$ cat src/rtl/glitch_sequencer_pkg.sv
// Shared state encoding, trigger-mode encodings and small helpers for the glitch sequencer.
package glitch_pkg;

  typedef enum logic [2:0] {
    ST_IDLE      = 3'd0,
    ST_RST_TGT   = 3'd1,
    ST_WAIT_TRIG = 3'd2,
    ST_DELAY     = 3'd3,
    ST_PULSE     = 3'd4,
    ST_SPACE     = 3'd5,
    ST_DONE      = 3'd6
  } state_e;

  localparam logic [1:0] MODE_RISE = 2'd0;
  localparam logic [1:0] MODE_FALL = 2'd1;
  localparam logic [1:0] MODE_SW   = 2'd2;

  function automatic int max2(input int a, input int b);
    return (a > b) ? a : b;
  endfunction

  // Software fire skips the trigger wait; every other mode (reserved included) waits for an edge.
  function automatic state_e post_reset_state(input logic [1:0] mode);
    return (mode == MODE_SW) ? ST_DELAY : ST_WAIT_TRIG;
  endfunction

endpackage

$ cat src/rtl/glitch_sequencer_if.sv
// Control/status bundle between the UART register handler (master) and the sequencer (slave).
interface glitch_sequencer_if #(
  parameter int DELAY_W   = 24,
  parameter int WIDTH_W   = 16,
  parameter int COUNT_W   = 8,
  parameter int SPACING_W = 16,
  parameter int RESET_W   = 16
) ();
  logic                 arm_i;
  logic                 abort_i;
  logic [1:0]           mode_i;
  logic [DELAY_W-1:0]   delay_i;
  logic [WIDTH_W-1:0]   width_i;
  logic [COUNT_W-1:0]   num_pulses_i;
  logic [SPACING_W-1:0] spacing_i;
  logic [RESET_W-1:0]   reset_len_i;
  logic                 busy_o;
  logic                 armed_o;
  logic                 done_o;
  logic [COUNT_W-1:0]   pulse_count_o;

  modport master (
    output arm_i, abort_i, mode_i, delay_i, width_i, num_pulses_i, spacing_i, reset_len_i,
    input  busy_o, armed_o, done_o, pulse_count_o
  );

  modport slave (
    input  arm_i, abort_i, mode_i, delay_i, width_i, num_pulses_i, spacing_i, reset_len_i,
    output busy_o, armed_o, done_o, pulse_count_o
  );
endinterface

$ cat src/rtl/glitch_sequencer_trigger_sync.sv
// Trigger synchroniser chain plus a free-running previous-value flop; emits edge strobes.
module trigger_sync #(
  parameter int SYNC_STAGES = 2
) (
  input  logic clk,
  input  logic rst,
  input  logic async_i,
  output logic rise_o,
  output logic fall_o
);
  logic [SYNC_STAGES-1:0] sync_q, sync_d;
  logic                   prev_q, prev_d;

  // Shift the raw trigger in; prev tracks the synchronised level one cycle late.
  always_comb begin
    sync_d = {sync_q[SYNC_STAGES-2:0], async_i};
    prev_d = sync_q[SYNC_STAGES-1];
  end

  // Synchroniser and previous-value registers.
  always_ff @(posedge clk) begin
    if (!rst) begin
      sync_q <= '0;
      prev_q <= 1'b0;
    end else begin
      sync_q <= sync_d;
      prev_q <= prev_d;
    end
  end

  assign rise_o = sync_q[SYNC_STAGES-1] & ~prev_q;
  assign fall_o = ~sync_q[SYNC_STAGES-1] & prev_q;
endmodule

$ cat src/rtl/glitch_sequencer.sv
// Glitch pulse sequencer: optional target reset, trigger wait, delay, then a train of pulses.
module glitch_sequencer
  import glitch_pkg::*;
#(
  parameter int DELAY_W     = 24,
  parameter int WIDTH_W     = 16,
  parameter int COUNT_W     = 8,
  parameter int SPACING_W   = 16,
  parameter int RESET_W     = 16,
  parameter int SYNC_STAGES = 2
) (
  input  logic               clk,
  input  logic               rst,
  input  logic               trigger_i,
  output logic               pulse_o,
  output logic               target_reset_o,
  glitch_sequencer_if.slave  ctl
);
  localparam int CNT_W = max2(max2(DELAY_W, WIDTH_W), max2(SPACING_W, RESET_W));

  state_e               state_q, state_d, fsm_next_s;
  logic [CNT_W-1:0]     cnt_q, cnt_d;
  logic [1:0]           mode_q, mode_d;
  logic [DELAY_W-1:0]   delay_q, delay_d;
  logic [WIDTH_W-1:0]   width_q, width_d;
  logic [COUNT_W-1:0]   num_q, num_d;
  logic [SPACING_W-1:0] spacing_q, spacing_d;
  logic [COUNT_W-1:0]   count_q, count_d, count_next_s;
  logic                 pulse_q, pulse_d, tgt_rst_q, tgt_rst_d;
  logic                 busy_q, busy_d, armed_q, armed_d, done_q, done_d;
  logic                 rise_s, fall_s, trig_edge_s, abort_hit_s;

  trigger_sync #(.SYNC_STAGES(SYNC_STAGES)) u_trigger_sync (
    .clk     (clk),
    .rst     (rst),
    .async_i (trigger_i),
    .rise_o  (rise_s),
    .fall_o  (fall_s)
  );

  // Select the edge strobe for the latched trigger mode.
  always_comb begin
    case (mode_q)
      MODE_RISE: trig_edge_s = rise_s;
      MODE_FALL: trig_edge_s = fall_s;
      default:   trig_edge_s = rise_s;
    endcase
  end

  // Next-state, phase counter and config latch; counters compare before decrementing so
  // all-ones field values never wrap.
  always_comb begin
    fsm_next_s   = state_q;
    cnt_d        = cnt_q;
    mode_d       = mode_q;
    delay_d      = delay_q;
    width_d      = width_q;
    num_d        = num_q;
    spacing_d    = spacing_q;
    count_next_s = count_q;
    case (state_q)
      ST_IDLE: begin
        if (ctl.arm_i && !ctl.abort_i) begin
          mode_d       = ctl.mode_i;
          delay_d      = ctl.delay_i;
          width_d      = ctl.width_i;
          num_d        = ctl.num_pulses_i;
          spacing_d    = ctl.spacing_i;
          count_next_s = '0;
          if (ctl.reset_len_i != '0) begin
            fsm_next_s = ST_RST_TGT;
            cnt_d      = CNT_W'(ctl.reset_len_i);
          end else begin
            fsm_next_s = post_reset_state(ctl.mode_i);
            cnt_d      = CNT_W'(ctl.delay_i);
          end
        end else begin
          fsm_next_s = ST_IDLE;
        end
      end
      ST_RST_TGT: begin
        if (cnt_q == CNT_W'(1)) begin
          fsm_next_s = post_reset_state(mode_q);
          cnt_d      = CNT_W'(delay_q);
        end else begin
          cnt_d = cnt_q - CNT_W'(1);
        end
      end
      ST_WAIT_TRIG: begin
        if (trig_edge_s) begin
          fsm_next_s = ST_DELAY;
        end else begin
          fsm_next_s = ST_WAIT_TRIG;
        end
      end
      ST_DELAY: begin
        if (cnt_q != '0) begin
          cnt_d = cnt_q - CNT_W'(1);
        end else if ((width_q == '0) || (num_q == '0)) begin
          fsm_next_s = ST_DONE;
        end else begin
          fsm_next_s   = ST_PULSE;
          cnt_d        = CNT_W'(width_q);
          count_next_s = count_q + COUNT_W'(1);
        end
      end
      ST_PULSE: begin
        if (cnt_q != CNT_W'(1)) begin
          cnt_d = cnt_q - CNT_W'(1);
        end else if (count_q == num_q) begin
          fsm_next_s = ST_DONE;
        end else if (spacing_q == '0) begin
          // Zero spacing chains pulses back to back into one merged high.
          cnt_d        = CNT_W'(width_q);
          count_next_s = count_q + COUNT_W'(1);
        end else begin
          fsm_next_s = ST_SPACE;
          cnt_d      = CNT_W'(spacing_q);
        end
      end
      ST_SPACE: begin
        if (cnt_q == CNT_W'(1)) begin
          fsm_next_s   = ST_PULSE;
          cnt_d        = CNT_W'(width_q);
          count_next_s = count_q + COUNT_W'(1);
        end else begin
          cnt_d = cnt_q - CNT_W'(1);
        end
      end
      ST_DONE: fsm_next_s = ST_IDLE;
      default: fsm_next_s = ST_IDLE;
    endcase
  end

  // Abort overrides everything outside IDLE and freezes the partial pulse count.
  always_comb begin
    abort_hit_s = ctl.abort_i && (state_q != ST_IDLE);
    state_d     = abort_hit_s ? ST_IDLE : fsm_next_s;
    count_d     = abort_hit_s ? count_q : count_next_s;
  end

  // Output decode from the next state so every output is a flop aligned with the state.
  always_comb begin
    pulse_d   = (state_d == ST_PULSE);
    tgt_rst_d = (state_d == ST_RST_TGT);
    busy_d    = (state_d != ST_IDLE);
    armed_d   = (state_d == ST_WAIT_TRIG);
    done_d    = (state_d == ST_DONE);
  end

  // State, counter, config and output registers.
  always_ff @(posedge clk) begin
    if (!rst) begin
      state_q   <= ST_IDLE;
      cnt_q     <= '0;
      mode_q    <= 2'd0;
      delay_q   <= '0;
      width_q   <= '0;
      num_q     <= '0;
      spacing_q <= '0;
      count_q   <= '0;
      pulse_q   <= 1'b0;
      tgt_rst_q <= 1'b0;
      busy_q    <= 1'b0;
      armed_q   <= 1'b0;
      done_q    <= 1'b0;
    end else begin
      state_q   <= state_d;
      cnt_q     <= cnt_d;
      mode_q    <= mode_d;
      delay_q   <= delay_d;
      width_q   <= width_d;
      num_q     <= num_d;
      spacing_q <= spacing_d;
      count_q   <= count_d;
      pulse_q   <= pulse_d;
      tgt_rst_q <= tgt_rst_d;
      busy_q    <= busy_d;
      armed_q   <= armed_d;
      done_q    <= done_d;
    end
  end

  assign pulse_o           = pulse_q;
  assign target_reset_o    = tgt_rst_q;
  assign ctl.busy_o        = busy_q;
  assign ctl.armed_o       = armed_q;
  assign ctl.done_o        = done_q;
  assign ctl.pulse_count_o = count_q;
endmodule

$ cat src/flat_wrapper.sv
// flat-port wrapper written by rule: the top's interface ports become plain ports
module glitch_sequencer_flat import glitch_pkg::*;
#(
  parameter int DELAY_W     = 24,
  parameter int WIDTH_W     = 16,
  parameter int COUNT_W     = 8,
  parameter int SPACING_W   = 16,
  parameter int RESET_W     = 16,
  parameter int SYNC_STAGES = 2
)
  (clk, rst, trigger_i, pulse_o, target_reset_o, ctl_arm_i, ctl_abort_i, ctl_mode_i, ctl_delay_i, ctl_width_i, ctl_num_pulses_i, ctl_spacing_i, ctl_reset_len_i, ctl_busy_o, ctl_armed_o, ctl_done_o, ctl_pulse_count_o);
  glitch_sequencer_if #(.DELAY_W(DELAY_W), .WIDTH_W(WIDTH_W), .COUNT_W(COUNT_W), .SPACING_W(SPACING_W), .RESET_W(RESET_W)) ctl_i ();
  input  logic clk;
  input  logic rst;
  input  logic trigger_i;
  output logic pulse_o;
  output logic target_reset_o;
  input wire logic [$bits(ctl_i.arm_i)-1:0] ctl_arm_i;
  input wire logic [$bits(ctl_i.abort_i)-1:0] ctl_abort_i;
  input wire logic [$bits(ctl_i.mode_i)-1:0] ctl_mode_i;
  input wire logic [$bits(ctl_i.delay_i)-1:0] ctl_delay_i;
  input wire logic [$bits(ctl_i.width_i)-1:0] ctl_width_i;
  input wire logic [$bits(ctl_i.num_pulses_i)-1:0] ctl_num_pulses_i;
  input wire logic [$bits(ctl_i.spacing_i)-1:0] ctl_spacing_i;
  input wire logic [$bits(ctl_i.reset_len_i)-1:0] ctl_reset_len_i;
  output wire logic [$bits(ctl_i.busy_o)-1:0] ctl_busy_o;
  output wire logic [$bits(ctl_i.armed_o)-1:0] ctl_armed_o;
  output wire logic [$bits(ctl_i.done_o)-1:0] ctl_done_o;
  output wire logic [$bits(ctl_i.pulse_count_o)-1:0] ctl_pulse_count_o;
  assign ctl_i.arm_i = ctl_arm_i;
  assign ctl_i.abort_i = ctl_abort_i;
  assign ctl_i.mode_i = ctl_mode_i;
  assign ctl_i.delay_i = ctl_delay_i;
  assign ctl_i.width_i = ctl_width_i;
  assign ctl_i.num_pulses_i = ctl_num_pulses_i;
  assign ctl_i.spacing_i = ctl_spacing_i;
  assign ctl_i.reset_len_i = ctl_reset_len_i;
  assign ctl_busy_o = ctl_i.busy_o;
  assign ctl_armed_o = ctl_i.armed_o;
  assign ctl_done_o = ctl_i.done_o;
  assign ctl_pulse_count_o = ctl_i.pulse_count_o;
  glitch_sequencer #(.DELAY_W(DELAY_W), .WIDTH_W(WIDTH_W), .COUNT_W(COUNT_W), .SPACING_W(SPACING_W), .RESET_W(RESET_W), .SYNC_STAGES(SYNC_STAGES)) u_core (.clk(clk), .rst(rst), .trigger_i(trigger_i), .pulse_o(pulse_o), .target_reset_o(target_reset_o), .ctl(ctl_i));
endmodule
$ cat config.mk
export PLATFORM = sky130hd
export DESIGN_NAME = glitch_sequencer_flat
export DESIGN_NICKNAME = d
export VERILOG_FILES = /design/src/rtl/glitch_sequencer_pkg.sv /design/src/rtl/glitch_sequencer_if.sv /design/src/rtl/glitch_sequencer_trigger_sync.sv /design/src/rtl/glitch_sequencer.sv /design/src/flat_wrapper.sv
export SDC_FILE = /design/constraint.sdc
export NUM_CORES = 1
export LEC_CHECK = 0
export CELL_PAD_IN_SITES_DETAIL_PLACEMENT = 1
export CELL_PAD_IN_SITES_GLOBAL_PLACEMENT = 2
export CORE_MARGIN = 2
export CORE_UTILIZATION = 28
export DETAILED_ROUTE_END_ITERATION = 12
export PLACE_DENSITY = 0.81
export SYNTH_ARGS = -nofsm -noshare
export SYNTH_HDL_FRONTEND = slang
export SYNTH_HIERARCHICAL = 1
export SYNTH_SLANG_ARGS = --single-unit
export TNS_END_PERCENT = 20
$ cat constraint.sdc
create_clock -name clk -period 2.25 [get_ports clk]
set_input_delay 0.45 -clock clk [delete_from_list [all_inputs] [get_ports clk]]
set_output_delay 0.45 -clock clk [all_outputs]
set_load 0.01 [all_outputs]
# Word-level counts from Yosys, hierarchy flattened
# Index checks and enable logic that the tools add are counted.
# Widths: inputs -> output; s select.
# op_classes
addsub	2
eq_ne	24
mux	33
bitwise	5
reduce_logical	17
# op_table
op	n
$mux 24	8
$pmux 24 s5	1
$mux 8	7
$logic_not 16->1	2
$pmux 8 s4	1
$mux 3	9
$eq 24x1->1 const B	1
$ne 24x1->1 const B	1
$reduce_bool 24->1	1
$sub 24x1->24 const B	1
$pmux 3 s6	1
$mux 16	1
$reduce_bool 16->1	1
$eq 3x3->1 const B	4
$eq 3x2->1 const B	3
$reduce_and 9->1	1
$add 8x1->8 const B	1
$eq 8x8->1	1
$logic_not 8->1	1
$ne 2x2->1 const B	4
$eq 3x1->1 const B	2
$ne 2x1->1 const B	3
$ne 3x2->1 const B	2
$reduce_bool 3->1	2
14 further kinds	22
# word_totals
register_bits	109
input_bits	87
output_inout_bits	13
wordCells	96

# Logic depth before layout (Yosys ltp)
# Gate-level depths: netlist of the first run.
# logic_depth
word_depth	7
mapped_depth	10
ltp_nobuf	8

# Cells and area by module
# The synthesis of the first run kept the hierarchy.
# modules_own_cells
mod	instances	cells_each	area_each_um2	seq_area_each_um2
glitch_sequencer	1	729	5713.0	2122.0
trigger_sync	1	8	91.3	60.1

# Worst setup path after synthesis of the first run
# OpenSTA, ideal clock, no wires.
# synth_timing
kind	reg-to-reg
from	register u_core.cnt_q[0]
to	register u_core.cnt_q[16]
setup_time_ps	126
arrival_ps	2292
required_ps	2124
setup_slack_ps	-168
stages_incl_launch_ff	10
path_buffers	1
synth_period_minus_slack_ps	2418
cell_sequence	dfxtp_1 -> inv_1 -> ha_1 -> nor3b_1 -> nand4_1 -> a2111oi_0 -> a211oi_1 -> nand2_1 -> buf_4 -> o22ai_1
# synth_via
elab_chain_len	3
word_cells_on_any_way	12
cone_classes	1 x add/sub; 4 x eq/ne; 5 x mux; 2 x reduce/logical
# synth_rtl
element	line_no	text
start: declaration	glitch_sequencer.sv:22	logic [CNT_W-1:0] cnt_q, cnt_d;
start signal: assignment	glitch_sequencer.sv:169	cnt_q <= cnt_d;
$sub 24x1->24 (tied with other cells)	-	
$mux 24 (tied with other cells)	glitch_sequencer.sv:122	if (cnt_q == CNT_W'(1)) begin
$pmux 24 s5 / $reduce_and 4->1 (equally long branches)	-	
# Parallel ways exist; a longest one is shown, timed or not.
# A chain may end at the register's enable or synchronous reset.

# Worst setup path in the final report of the first run
# layout_timing
from	register u_core.cnt_q[15]
to	register u_core.count_q[6], in the netlist u_core/ctl.pulse_count_o[6]
# layout_via
elab_chain_len	3
word_cells_on_any_way	7
cone_classes	5 x eq/ne; 2 x reduce/logical
# layout_rtl
element	line_no	text
$eq 24x1->1 (tied with other cells)	glitch_sequencer.sv:122	
$ne 2x1->1 (no line) / $ne 2x2->1 (equally long branches)	-	
$reduce_and 9->1 (no line) *	-	
end signal: assignment	glitch_sequencer.sv:175	count_q <= count_d;
end: declaration	glitch_sequencer.sv:28	logic [COUNT_W-1:0] count_q, count_d, count_next_s;
# Every way passes the cells marked *; elsewhere a longest branch is shown, timed or not.

==> results.yml, run 1 <==
setup_path:
  cp-startpoint: "u_core/cnt_q[15]"
  rr_worst_depth: 8
  cp.required_ns: 2.55
  r2r-end: "u_core/ctl.pulse_count_o[6]"
  cp-start-kind: "flip-flop"
  cp_max_fo: 10
  endpoint: "u_core/ctl.pulse_count_o[6]"
  arrival_ns: 2.59
  end_kind: "flip-flop"
  crit_type: "flip-flop to flip-flop"
  reg2reg_from: "u_core/cnt_q[15]"
  rrSetupSlack_ns: -0.04
global_route:
  grt_max_degree: 42
  grt_pass1_vias: 6835
  grt-ovfl-total: 0
  grt_pass1_wl_um: 37800
  grt_usage: 0.222
  antenna_found_initial: 0
clocking:
  clk_path_buf_depth: 2
  clk_pin_slew_ns: 0.08
  insertion_delay_ns: 0.37
  clock_sinks: 109
  cts_htree_levels: 3
  cts_hold_buf: 0
  cts_tree: "yes"
  numCtsBuffers: 9
  cts_root_buffer: "clkbuf_16"
timing:
  rsz0062_at_grt: "yes"
  hold_viol: 0
  finalWorstSetupSlack_ns: -0.0437
  fin_crit_ns: 2.29
  setup_viol: 6
  worst_slew_pin_slew_ns: 0.573
  slew_headroom: 0.617
  skew_ns: 0.0110
  fmaxAchievable_mhz: 436
  final_max_slew_viol_count: 0
  setup_tns_ns: -0.134
  fin_hold_ws_ns: 0.443
  fin_crit_sh: 1.02
pwr:
  power_density_nw_per_um2: 606
  clkPwrFrac: 0.292
  leakagePower_nw: 3.45
  combPwrFrac: 0.319
  internal-power_mw: 3.68
  switchingPower_mw: 1.76
  seqPwrFrac: 0.389
  switching_share: 0.323
  vdd_ir_drop_max_mv: 0.399
  fin_total_pwr_mw: 5.44
synth:
  async_flop_share: 0
  ys_seq_elements: 109
  yosysSeqAreaShare: 0.376
  synth_area_um2: 5800
  avgSynthCellArea_um2: 7.88
  synth_cell_types: 73
  synth_edf_count: 0
  yosysWarnings: 6
  syn-num-nets: 827
  synthCells: 737
  ys.flop_type: "dfxtp_1"
die:
  fp.coreArea_um2: 20300
  die_height_um: 148
  dieArea_um2: 21900
  start_util: 0.286
  rows: 52
  die_w_um: 148
  io_pins: 100
hold_path:
  worstHoldPathType: "flip-flop to flip-flop"
finish:
  syn_to_final_growth_pct: 54.8
  fin_area_um2: 8980
  nets: 1074
  fillers: 2462
  layout-drive-gt1-share: 0.281
  antenna_cells: 0
routing:
  vias: 6605
  detail_route.vias_per_cell: 5.25
  ant_nets: 0
  wl_um: 24400
  drt-initial-drc-count: 441
  drt_pass1_iterations: 6
  drc_errors: 0
  wire_per_inst_um: 19.4
placed_design:
  routabilityCongestion: 0.883
  dp_hpwl_um: 18300
  placed_area_um2: 8220
  numPortBuffers: 99
run_status:
  outcome: "complete, but fails checks"
  violations: "setup timing"
job:
  cap_violations: 0
==> cell usage after synthesis, drive strengths merged, types with 10 or more instances <==
library cell / n / area [µm²]
a21oi: 107 / 536
and2: 12 / 75.1
buf: 23 / 159
clkbuf: 26 / 108
dfxtp: 109 / 2180
nand2: 172 / 646
nand3: 18 / 90.1
nand4: 12 / 75.1
nor2: 30 / 113
nor3: 11 / 81.3
nor4: 24 / 178
o21ai: 14 / 70.1
o22ai: 14 / 87.6
o2bb2ai: 10 / 87.6
==> flip-flops by register name (all words and copies together) (netlist names) <==
register and cells:
u_core/cnt_q 24, u_core/delay_q 24, u_core/spacing_q 16, u_core/width_q 16
u_core/ctl.pulse_count_o 8, u_core/num_q 8, u_core/state_q 3, u_core/mode_q 2
u_core/u_trigger_sync/sync_q 2, u_core/ctl.armed_o 1, u_core/ctl.busy_o 1, u_core/ctl.done_o 1
u_core/pulse_o 1, u_core/target_reset_o 1, u_core/u_trigger_sync/prev_q 1
==> power by group through the flow <==
stage | clock [mW] | combinational, mW | sequential (mW)
after floorplan | 0 | 0.696 | 2.16
after global routing | 1.68 | 1.87 | 2.13
after detailed placement | 0 | 1.52 | 2.15
final | 1.59 | 1.74 | 2.12
after global placement | 0 | 1.50 | 2.15
after CTS | 1.62 | 1.58 | 2.11
==> stage by stage <==
stage,cells,util,setup slack (ns)
after floorplan,737,-,-0.000750
after global placement,1226,0.405,-0.671
after detailed placement,1226,0.405,-0.755
after CTS,1248,0.427,-0.0396
after global routing,1259,0.443,-0.124
final,1259,0.443,-0.0437
==> routing by layer <==
| layer | track usage | part of all wire | vias to the layer above |
|---|---|---|---|
| met2 | 0.380 | 0.49 | 149 |
| met3 | 0.0244 | 0.034 | 34 |
| met1 | 0.288 | 0.45 | 3204 |
| met5 | 0 | 0 | - |
| met4 | 0.0814 | 0.026 | 0 |
| li1 | - | - | 3218 |
==> repair_timing <==
item	in CTS	in global routing
setup endpoints to repair	39	38
cloned	1	1
gates resized for setup	29	56
pin swaps	10	26
setup buffers	5	10
==> cell type report <==
cell class | count | area (µm²) | share of cell area
clock buffers | 10 | 239 | 0.0266
flip-flops and latches | 109 | 2190 | 0.243
clock inverters | 6 | 47.5 | 0.00529
inverters | 7 | 26.3 | 0.00292
multi-input cells | 573 | 3630 | 0.404
repair buffers | 284 | 2520 | 0.280
well taps | 270 | 338 | 0.0376
==> cell usage in the layout (no fill, tap or decap), types with 5 or more instances in the layout <==
cell and count:
clkdlybuf4s50_1 97, a21oi_1 102, nand4_1 12, a21oi_2 5
o221ai_1 6, or3_1 7, a222oi_1 5, buf_4 163
nand2_1 170, nand2b_1 8, nor4_2 8, clkbuf_16 9
nand4b_1 5, dfxtp_1 106, buf_6 14, buf_12 7
and2_1 9, nor4_1 13, mux2i_1 7, o22ai_1 14
o21ai_0 11, nor2_1 28, nand3_1 17, a211oi_1 5
xnor2_1 9, o2bb2ai_1 10, a22oi_1 5
==> critical path, cell delays in order, from the launching register on <==
cell	delay, ns
dfxtp_2	0.34
nor4_4	0.33
buf_4	0.18
nand4b_4	0.16
buf_4	0.20
nor3_4	0.21
o21bai_4	0.15
or4_4	0.51
a21oi_2	0.14
==> worst min-delay path by stage <==
| stage | from | endpoint | depth (start not counted) |
|---|---|---|---|
| after floorplan | u_core/u_trigger_sync/sync_q[0] | u_core/u_trigger_sync/sync_q[1] | 1 |
| after global placement | u_core/u_trigger_sync/sync_q[0] | u_core/u_trigger_sync/sync_q[1] | 1 |
| after detailed placement | u_core/u_trigger_sync/sync_q[0] | u_core/u_trigger_sync/sync_q[1] | 1 |
| after CTS | u_core/u_trigger_sync/sync_q[0] | u_core/u_trigger_sync/sync_q[1] | 1 |
| after global routing | u_core/u_trigger_sync/sync_q[0] | u_core/u_trigger_sync/sync_q[1] | 1 |
| final | u_core/u_trigger_sync/sync_q[0] | u_core/u_trigger_sync/sync_q[1] | 1 |
==> cell families after synthesis <==
group,after synthesis,synth area share
AND/OR/NAND/NOR,327,0.280
XOR/XNOR,12,0.0181
multiplexers,9,0.0160
flip-flops,109,0.376
buffers and inverters,56,0.0504
adder cells (fa/ha/maj),3,0.00647
AO/OA/AOI/OAI,221,0.253
No activity file was read; power rests on OpenSTA's default activity.
==> inputs of run 2 (changes only) <==
--- a/config.mk
+++ b/config.mk
@@ -10,6 +10,7 @@
 export CORE_MARGIN = 2
 export CORE_UTILIZATION = 28
 export DETAILED_ROUTE_END_ITERATION = 12
+export MAX_ROUTING_LAYER = met4
 export PLACE_DENSITY = 0.81
 export SYNTH_ARGS = -nofsm -noshare
 export SYNTH_HDL_FRONTEND = slang
==> results.yml, run 2 (synthesized netlist as in run 1, its figures left out) <==
finish:
  reg_top3: "u_core/cnt_q: 24 flops, u_core/delay_q: 24 flops"
  fin_area_um2: 9010
  antenna_cells: 0
  fillers: 2487
  final_cell_mix: "buf_4 (175), nand2_1 (172), a21oi_1 (102), dfxtp_1 (102), clkdlybuf4s50_1 (96)"
  layout-drive-gt1-share: 0.284
  syn_to_final_growth_pct: 55.2
  nets: 1081
  final_common_cell: "buf_4"
  fin_cells: 1266
placed_design:
  dp_slack_ns: -0.790
  dp_hpwl_um: 18400
  placed_area_um2: 8260
  routabilityCongestion: 0.914
  numPortBuffers: 99
  dpl.cell_count: 1232
timing:
  fin_crit_ns: 2.31
  setup_tns_ns: -0.383
  finalWorstSetupSlack_ns: -0.0618
  fin_hold_ws_ns: 0.442
  fin_crit_sh: 1.03
  fmaxAchievable_mhz: 433
  slew_headroom: 0.583
  final_max_slew_viol_count: 0
  rsz0062_at_grt: "yes"
  worst_slew_pin_slew_ns: 0.623
  hold_viol: 0
  setup_viol: 14
  skew_ns: 0.0111
die:
  start_util: 0.286
  die_w_um: 148
  fp.coreArea_um2: 20300
  rows: 52
  io_pins: 100
  die_height_um: 148
  dieArea_um2: 21900
clocking:
  numCtsBuffers: 9
  cts_root_buffer: "clkbuf_16"
  clk_pin_slew_ns: 0.07
  cts_htree_levels: 3
  insertion_delay_ns: 0.36
  clock_sinks: 109
  clk_path_buf_depth: 2
  cts_tree: "yes"
routing:
  drc_errors: 0
  detail_route.vias_per_cell: 5.32
  vias: 6734
  drt_pass1_iterations: 5
  drt-initial-drc-count: 505
  wl_um: 24800
  ant_nets: 0
  wire_per_inst_um: 19.6
setup_path:
  cp-startpoint: "u_core/cnt_q[15]"
  cp_max_fo: 7
  rrSetupSlack_ns: -0.06
  end_kind: "flip-flop"
  crit_type: "flip-flop to flip-flop"
  reg2reg_from: "u_core/cnt_q[15]"
  arrival_ns: 2.55
  cp-start-kind: "flip-flop"
  cp.required_ns: 2.49
global_route:
  antenna_found_initial: 0
  grt-ovfl-total: 0
  grt_pass1_vias: 6989
  grt_usage: 0.230
  grt_max_degree: 68
  grt_pass1_wl_um: 38300
hold_path:
  worstHoldPathType: "flip-flop to flip-flop"
  hold_path_startpoint: "u_core/u_trigger_sync/sync_q[0]"
job:
  cap_violations: 0
pwr:
  leakagePower_nw: 3.48
  vdd_ir_drop_max_mv: 0.368
  power_density_nw_per_um2: 603
run_status:
  violations: "setup timing"
  outcome: "complete, but fails checks"
-- run 2: cell types whose count changed in the layout (fill, tap and decap cells not counted), moves of 2 or more --
cell        delta
dfxtp_2        +4
dfxtp_1        -4
clkinvlp_4     -2
nor3_1         +3
and2_1         +2
buf_6          -2
nor4_1         -2
buf_4         +12
and2_4         -2
nor3_2         -2
nand2_1        +2
nand2_2        -2
buf_12         -2
-- run 2: what timing repair did --
action / 4_1_cts / 5_1_grt
setup buffers: 14 / 3
setup endpoints to repair: 39 / 38
gates cloned: 1 / 0
gates resized for setup: 42 / 42
pin swaps: 17 / 22
hold buffers: 0 / 0
-- run 2: path summary, 6_finish.rpt --
kind                                                        end  depth (start not counted)
worst min-delay path            u_core/u_trigger_sync/sync_q[1]                          1
worst min register to register  u_core/u_trigger_sync/sync_q[1]                          1
worst max-delay path                          u_core/ctl.busy_o                          8
worst max register to register                u_core/ctl.busy_o                          8
-- run 2: area by class of cell --
class	count	area [µm²]	share of cell area
sequential	109	2190	0.243
clock inverter	5	35.0	0.00389
multi-input combinational	573	3630	0.403
inverter	7	26.3	0.00292
timing repair buffer	291	2540	0.282
clock buffer	11	243	0.0270
tap	270	338	0.0375
-- run 2: power breakdown --
part	internal, mW	total (mW)	switching (mW)
registers	2.04	2.12	0.0880
clock network	0.786	1.55	0.769
logic	0.869	1.75	0.882
-- run 2: metrics by stage --
stage                      util  total power [mW]
after floorplan               -              2.85
after CTS                 0.433              5.36
after global routing      0.444              5.67
final                     0.444              5.43
after global placement    0.407              3.64
after detailed placement  0.407              3.67
-- run 2: routing by layer --
| metal | vias up | track usage | routed length, µm |
|---|---|---|---|
| met2 | 187 | 0.381 | 12300 |
| met4 | 0 | 0.101 | 769 |
| li1 | 3223 | - | - |
| met5 | - | - | 0 |
| met1 | 3274 | 0.283 | 10800 |
| met3 | 50 | 0.0269 | 926 |
-- run 2: critical path, cell delays in order (launching register included) --
cell and delay, ns:
dfxtp_2 0.34, nor4_4 0.34, buf_4 0.18, nand4b_4 0.19, buf_4 0.20, buf_4 0.13, o311ai_4 0.32, nand3_2 0.17
o311a_1 0.32
